**config.mk**
```make
export PLATFORM = sky130hd
export DESIGN_NAME = fft_frame_ctrl
export DESIGN_NICKNAME = d
export VERILOG_FILES = /design/src/rtl/fft_pkg.sv /design/src/rtl/fft_out_tracker.sv /design/src/rtl/fft_frame_ctrl.sv
export SDC_FILE = /design/constraint.sdc
export NUM_CORES = 1
export LEC_CHECK = 0
export ABC_AREA = 1
export CORE_MARGIN = 2
export CORE_UTILIZATION = 25
export CTS_BUF_LIST = sky130_fd_sc_hd__clkbuf_8
export CTS_CLUSTER_DIAMETER = 30
export DETAILED_ROUTE_END_ITERATION = 8
export PLACE_DENSITY = 0.54
export SYNTH_ARGS = -nofsm -noshare
export SYNTH_HDL_FRONTEND = slang
export SYNTH_SLANG_ARGS = --single-unit
```
**constraint.sdc**
```tcl
create_clock -name clk -period 4.11 [get_ports clk]
set_input_delay 0.822 -clock clk [delete_from_list [all_inputs] [get_ports clk]]
set_output_delay 0.822 -clock clk [all_outputs]
set_load 0.02 [all_outputs]
```
**src/rtl/fft_pkg.sv**
```systemverilog
// Shared constants and types for the FFT frame controller and its output tracker.
// Optional error checking is enabled by defining FFT_FRAME_CTRL_ERR_EN.
package fft_pkg;

  localparam int N_POINT    = 512;
  localparam int ARRAY_IN   = 16;
  localparam int BLK_CNT    = N_POINT / ARRAY_IN;
  localparam int BLK_IDX_W  = $clog2(BLK_CNT);
  localparam int INFLIGHT_W = 3;

  localparam logic [BLK_IDX_W-1:0] LAST_BLK = BLK_IDX_W'(BLK_CNT - 1);

  typedef enum logic {
    IDLE,
    LOAD
  } fft_ctrl_state_t;

endpackage

```
**src/rtl/fft_out_tracker.sv**
```systemverilog
// Counts FFT output blocks, flags first/last blocks and pulses frame_done after each frame.
// With FFT_FRAME_CTRL_ERR_EN defined it also keeps sticky gap/orphan error flags.
module fft_out_tracker
  import fft_pkg::*;
(
  input  logic                 clk,
  input  logic                 rstn,
  input  logic                 fft_do_en,
  input  logic                 inflight_zero,
  input  logic                 err_clr,
  output logic [BLK_IDX_W-1:0] out_blk_idx,
  output logic                 out_first,
  output logic                 out_last,
  output logic                 frame_done,
  output logic                 err_gap,
  output logic                 err_orphan
);

  logic [BLK_IDX_W-1:0] cnt_reg;
  logic [BLK_IDX_W-1:0] cnt_next;
  logic                 frame_done_reg;
  logic                 cnt_adv;

`ifdef FFT_FRAME_CTRL_ERR_EN
  // An orphan beat has no frame to belong to, so it must not move the block index.
  assign cnt_adv = fft_do_en && !inflight_zero;
`else
  assign cnt_adv = fft_do_en;
`endif

  always_comb begin
    cnt_next = cnt_reg;
    if (cnt_adv) begin
      cnt_next = (cnt_reg == LAST_BLK) ? '0 : cnt_reg + 1'b1;
    end
  end

  always_ff @(posedge clk or negedge rstn) begin
    if (!rstn) begin
      cnt_reg        <= '0;
      frame_done_reg <= 1'b0;
    end else begin
      cnt_reg        <= cnt_next;
      frame_done_reg <= out_last;
    end
  end

  assign out_blk_idx = cnt_reg;
  assign out_first   = fft_do_en && (cnt_reg == '0);
  assign out_last    = fft_do_en && (cnt_reg == LAST_BLK);
  assign frame_done  = frame_done_reg;

`ifdef FFT_FRAME_CTRL_ERR_EN
  logic err_gap_reg;
  logic err_orphan_reg;
  logic gap_set;
  logic orphan_set;

  assign gap_set    = !fft_do_en && (cnt_reg != '0);
  assign orphan_set = fft_do_en && inflight_zero;

  // Set has priority over clear so an error in the clearing cycle is not lost.
  always_ff @(posedge clk or negedge rstn) begin
    if (!rstn) begin
      err_gap_reg    <= 1'b0;
      err_orphan_reg <= 1'b0;
    end else begin
      if (gap_set) begin
        err_gap_reg <= 1'b1;
      end else if (err_clr) begin
        err_gap_reg <= 1'b0;
      end
      if (orphan_set) begin
        err_orphan_reg <= 1'b1;
      end else if (err_clr) begin
        err_orphan_reg <= 1'b0;
      end
    end
  end

  assign err_gap    = err_gap_reg;
  assign err_orphan = err_orphan_reg;
`else
  logic unused_err;
  assign unused_err = ^{err_clr, inflight_zero};
  assign err_gap    = 1'b0;
  assign err_orphan = 1'b0;
`endif

endmodule

```
**src/rtl/fft_frame_ctrl.sv**
```systemverilog
// Frame sequencer in front of the 512-point FFT: reads frames as 32 blocks, tracks frames in flight.
// Optional error checking in the output tracker is enabled by defining FFT_FRAME_CTRL_ERR_EN.
module fft_frame_ctrl
  import fft_pkg::*;
#(
  parameter int RD_LAT       = 1,
  parameter int MAX_INFLIGHT = 2
) (
  input  logic                  clk,
  input  logic                  rstn,
  input  logic                  enable,
  input  logic                  frame_avail,
  output logic                  frame_taken,
  output logic                  buf_rd_en,
  output logic [BLK_IDX_W-1:0]  buf_rd_addr,
  output logic                  fft_din_valid,
  input  logic                  fft_do_en,
  output logic [BLK_IDX_W-1:0]  out_blk_idx,
  output logic                  out_first,
  output logic                  out_last,
  output logic                  frame_done,
  output logic [INFLIGHT_W-1:0] inflight,
  output logic                  busy,
  input  logic                  err_clr,
  output logic                  err_gap,
  output logic                  err_orphan
);

  localparam logic [INFLIGHT_W-1:0] MAX_INF = INFLIGHT_W'(MAX_INFLIGHT);

  fft_ctrl_state_t       state_reg;
  fft_ctrl_state_t       state_next;
  logic [BLK_IDX_W-1:0]  addr_reg;
  logic [BLK_IDX_W-1:0]  addr_next;
  logic [INFLIGHT_W-1:0] inflight_reg;
  logic [INFLIGHT_W-1:0] inflight_next;
  logic                  can_start;
  logic                  issue;
  logic                  trk_out_last;
  logic                  rd_pipe_reg [RD_LAT];

  // During the last block the current frame is already counted, so the same test
  // decides both a fresh start from IDLE and a back-to-back continuation.
  assign can_start = enable && frame_avail && (inflight_reg < MAX_INF);

  always_comb begin
    state_next = state_reg;
    addr_next  = addr_reg;
    case (state_reg)
      IDLE: begin
        if (can_start) begin
          state_next = LOAD;
          addr_next  = '0;
        end
      end
      LOAD: begin
        if (addr_reg == LAST_BLK) begin
          addr_next = '0;
          if (!can_start) begin
            state_next = IDLE;
          end
        end else begin
          addr_next = addr_reg + 1'b1;
        end
      end
    endcase
  end

  always_ff @(posedge clk or negedge rstn) begin
    if (!rstn) begin
      state_reg <= IDLE;
      addr_reg  <= '0;
    end else begin
      state_reg <= state_next;
      addr_reg  <= addr_next;
    end
  end

  assign buf_rd_en   = (state_reg == LOAD);
  assign buf_rd_addr = addr_reg;
  assign frame_taken = buf_rd_en && (addr_reg == LAST_BLK);
  assign issue       = buf_rd_en && (addr_reg == '0);

  always_comb begin
    inflight_next = inflight_reg;
    case ({issue, trk_out_last})
      2'b10: if (inflight_reg < MAX_INF) inflight_next = inflight_reg + 1'b1;
      2'b01: if (inflight_reg != '0) inflight_next = inflight_reg - 1'b1;
      default: inflight_next = inflight_reg;
    endcase
  end

  always_ff @(posedge clk or negedge rstn) begin
    if (!rstn) begin
      inflight_reg <= '0;
    end else begin
      inflight_reg <= inflight_next;
    end
  end

  assign inflight = inflight_reg;
  assign busy     = (state_reg != IDLE) || (inflight_reg != '0);

  // Read-latency pipe: din_valid follows the read strobe by RD_LAT cycles.
  generate
    for (genvar gi = 0; gi < RD_LAT; gi++) begin : g_rd_pipe
      always_ff @(posedge clk or negedge rstn) begin
        if (!rstn) begin
          rd_pipe_reg[gi] <= 1'b0;
        end else if (gi == 0) begin
          rd_pipe_reg[gi] <= buf_rd_en;
        end else begin
          rd_pipe_reg[gi] <= rd_pipe_reg[(gi == 0) ? 0 : gi-1];
        end
      end
    end
  endgenerate

  assign fft_din_valid = rd_pipe_reg[RD_LAT-1];

  fft_out_tracker u_out_tracker (
    .clk           (clk),
    .rstn          (rstn),
    .fft_do_en     (fft_do_en),
    .inflight_zero (inflight_reg == '0),
    .err_clr       (err_clr),
    .out_blk_idx   (out_blk_idx),
    .out_first     (out_first),
    .out_last      (trk_out_last),
    .frame_done    (frame_done),
    .err_gap       (err_gap),
    .err_orphan    (err_orphan)
  );

  assign out_last = trk_out_last;

endmodule
```
==> run summary <==
full die area -> 4130 µm²
maximum VDD drop -> 328 µV
number of setup violations in the final report -> 0
mean routed wirelength per cell -> 10.3 µm
post-cts sizing count -> 0
fin crit period -> 3170 ps
CTS tree -> yes
unrepaired setup endpoints after global routing -> false
Yosys top cell area share -> 44.1%
Worst Setup End Kind -> primary output
Max Slew Vio Count -> 0
leakage -> 0.000607 µW
Num CTS Buffers -> 3
Vias/cell -> 4.22
PortBufs -> 24
initial DRC count -> 22
top layer in use -> met4
remaining global-route overflow -> 0
FMAX -> 316 MHz
Mapped Avg Cell Area -> 8.49 µm²
vias post-DR -> 755
register area share after synthesis -> 44.1%
Worst path most repeated cell -> clkdlybuf4s50_1
synth top area cells -> dfrtp_1, nand2_1, ha_1
non-filler cells in the finished layout -> 179
Rel. slew slack -> 51.1%
status -> completed
first-pass GRT wire length -> 3380 µm
Clock Tree Root -> clkbuf_8
core area -> 3420 µm²
leading area contributor after synthesis -> dfrtp_1
io pins -> 28
clk slew on worst S/H paths -> 70 ps
met2 WL -> 836 µm
# diodes -> 0
num rows -> 21
Post-Syn Area -> 908 µm²
Die Y -> 64.3 µm
Sink Count -> 16
count of cell types in the netlist -> 21
Yosys reg bits -> 16
routability cong. -> 0.831
Residual DRC -> 0
initial core utilization -> 26.6%
vias in the first global route -> 740
final worst-path cycle share -> 77.1%
PD cells -> 790 nW/µm²
largest net degree at the start of global routing -> 17
Die W -> 64.3 µm
total wire length -> 1840 µm
worst setup margin -> 941 ps
Layout area overhead -> 36.8%
buffer depth of the longest clock path -> 2
overall power -> 982 µW
initial antenna violation count -> 0
Met1 Wirelength -> 896 µm
post-CTS setup buffer count -> 0
Setup WS pre-CTS -> 935 ps
hpwl dp -> 1440 µm
Hold WC Path Type -> register to register
Critical Path AT -> 2350 ps
warning count from the yosys run -> 0
Final nets -> 147
CP Cell Sequence -> clkdlybuf4s50_1 -> nand2_2 -> inv_2 -> clkdlybuf4s50_1
setup_tns -> 0 ps
GRT Overall Usage -> 10.8%
met3 wire length -> 60 µm
number of max-cap violations -> 0
Final Hold Violating Endpoints -> 0
crit path kind -> input pin to primary output
Worst Setup Start Kind -> input pin
peak fanout along the critical path -> 8
Critical Path Max Stage Delay -> 620 ps
post-route ant nets -> 0
Clock Latency Late Sink -> 260 ps
Post-Route Skew -> 4.83 ps
Slowest-stage cell, CP -> clkdlybuf4s50_1
CP required -> 3290 ps
1st-pass router iterations -> 4
Worst-Margin Slew -> 730 ps
H-tree level count -> 1
cells after synthesis -> 107
cts hold-fix bufs -> 0
placed insts -> 175
share of cells above drive strength 1 -> 9.02%
==> logic make-up after synthesis <==
group | Yosys count | share of synthesized area (%)
mux | 1 | 1.24
xor+xnor | 2 | 1.93
simple gates | 49 | 25.2
flops | 16 | 44.1
fa+ha+maj | 7 | 9.64
other cells | 1 | 0.413
buf+inv | 19 | 9.09
compound gates | 12 | 8.40
==> worst max-delay path: cells and delay by family <==
kind / cells / cell delay (ps)
buffers and inverters: 3 / 1380
and+or+nand+nor: 1 / 140
==> per-stage QoR <==
| step | hold WS, ps | util [%] | area [µm²] |
|---|---|---|---|
| 6_report | 503 | 36.4 | 1240 |
| 5_1_grt | 547 | 36.4 | 1240 |
| 4_1_cts | 505 | 36.4 | 1240 |
| 3_5_place_dp | 491 | 34.8 | 1190 |
| 3_3_place_gp | 488 | 34.8 | 1190 |
| 2_1_floorplan | 526 | - | 912 |
==> Yosys cell counts (all sizes together) <==
cell and count:
o21ai 6, o22ai 2, mux2 1, nor2 8, buf 3, nand2 29, dfrtp 16, conb 1
nand3 9, xor2 2, a21oi 4, nor3 3, inv 16, ha 7
==> power by group <==
part	switching, µW	leakage [µW]	total (µW)	internal (µW)
Combinational	288	0.000390	521	233
Sequential	85.9	0.000188	317	231
Clock	58.1	0.0000288	143	85.2
==> final timing paths <==
kind	startpoint	endpoint	slack, ps	depth (start not counted)
max	fft_do_en	out_last	940	4
min	u_out_tracker.out_blk_idx[3]$_DFFE_PN0P_	u_out_tracker.out_blk_idx[3]$_DFFE_PN0P_	500	1
max reg2reg	u_out_tracker.out_blk_idx[0]$_DFFE_PN0P_	inflight[2]$_DFFE_PN0P_	2180	17
min reg2reg	u_out_tracker.out_blk_idx[3]$_DFFE_PN0P_	u_out_tracker.out_blk_idx[3]$_DFFE_PN0P_	500	1
max in group asynchronous	rstn	buf_rd_addr[3]$_DFFE_PN0P_	2650	1
min in group asynchronous	rstn	u_out_tracker.out_blk_idx[3]$_DFFE_PN0P_	1000	1
==> metal layers <==
layer / track usage, % / vias up
met5: 0 / -
met4: 6.38 / 0
met3: 3.35 / 5
met2: 16.1 / 17
met1: 13.6 / 345
li1: - / 388
==> cells in the final DEF (no fill, tap or decap), drive strengths merged <==
cell and count:
a21oi 4, conb 2, nand2 29, mux2 1
xor2 2, clkdlybuf4s50 24, nor2 8, ha 7
nor3 3, inv 16, dfrtp 16, clkbuf 4
o22ai 2, nand3 9, o21ai 6
==> area by class of cell <==
cell class | instances | area (µm²)
Fill cell | 357 | 2170
Tap cell | 46 | 57.6
Inverter | 16 | 60.1
Multi-Input combinational cell | 73 | 429
Sequential cell | 16 | 400
Clock buffer | 4 | 55.1
Timing Repair Buffer | 24 | 240
Power figures use the tool's default switching activity.
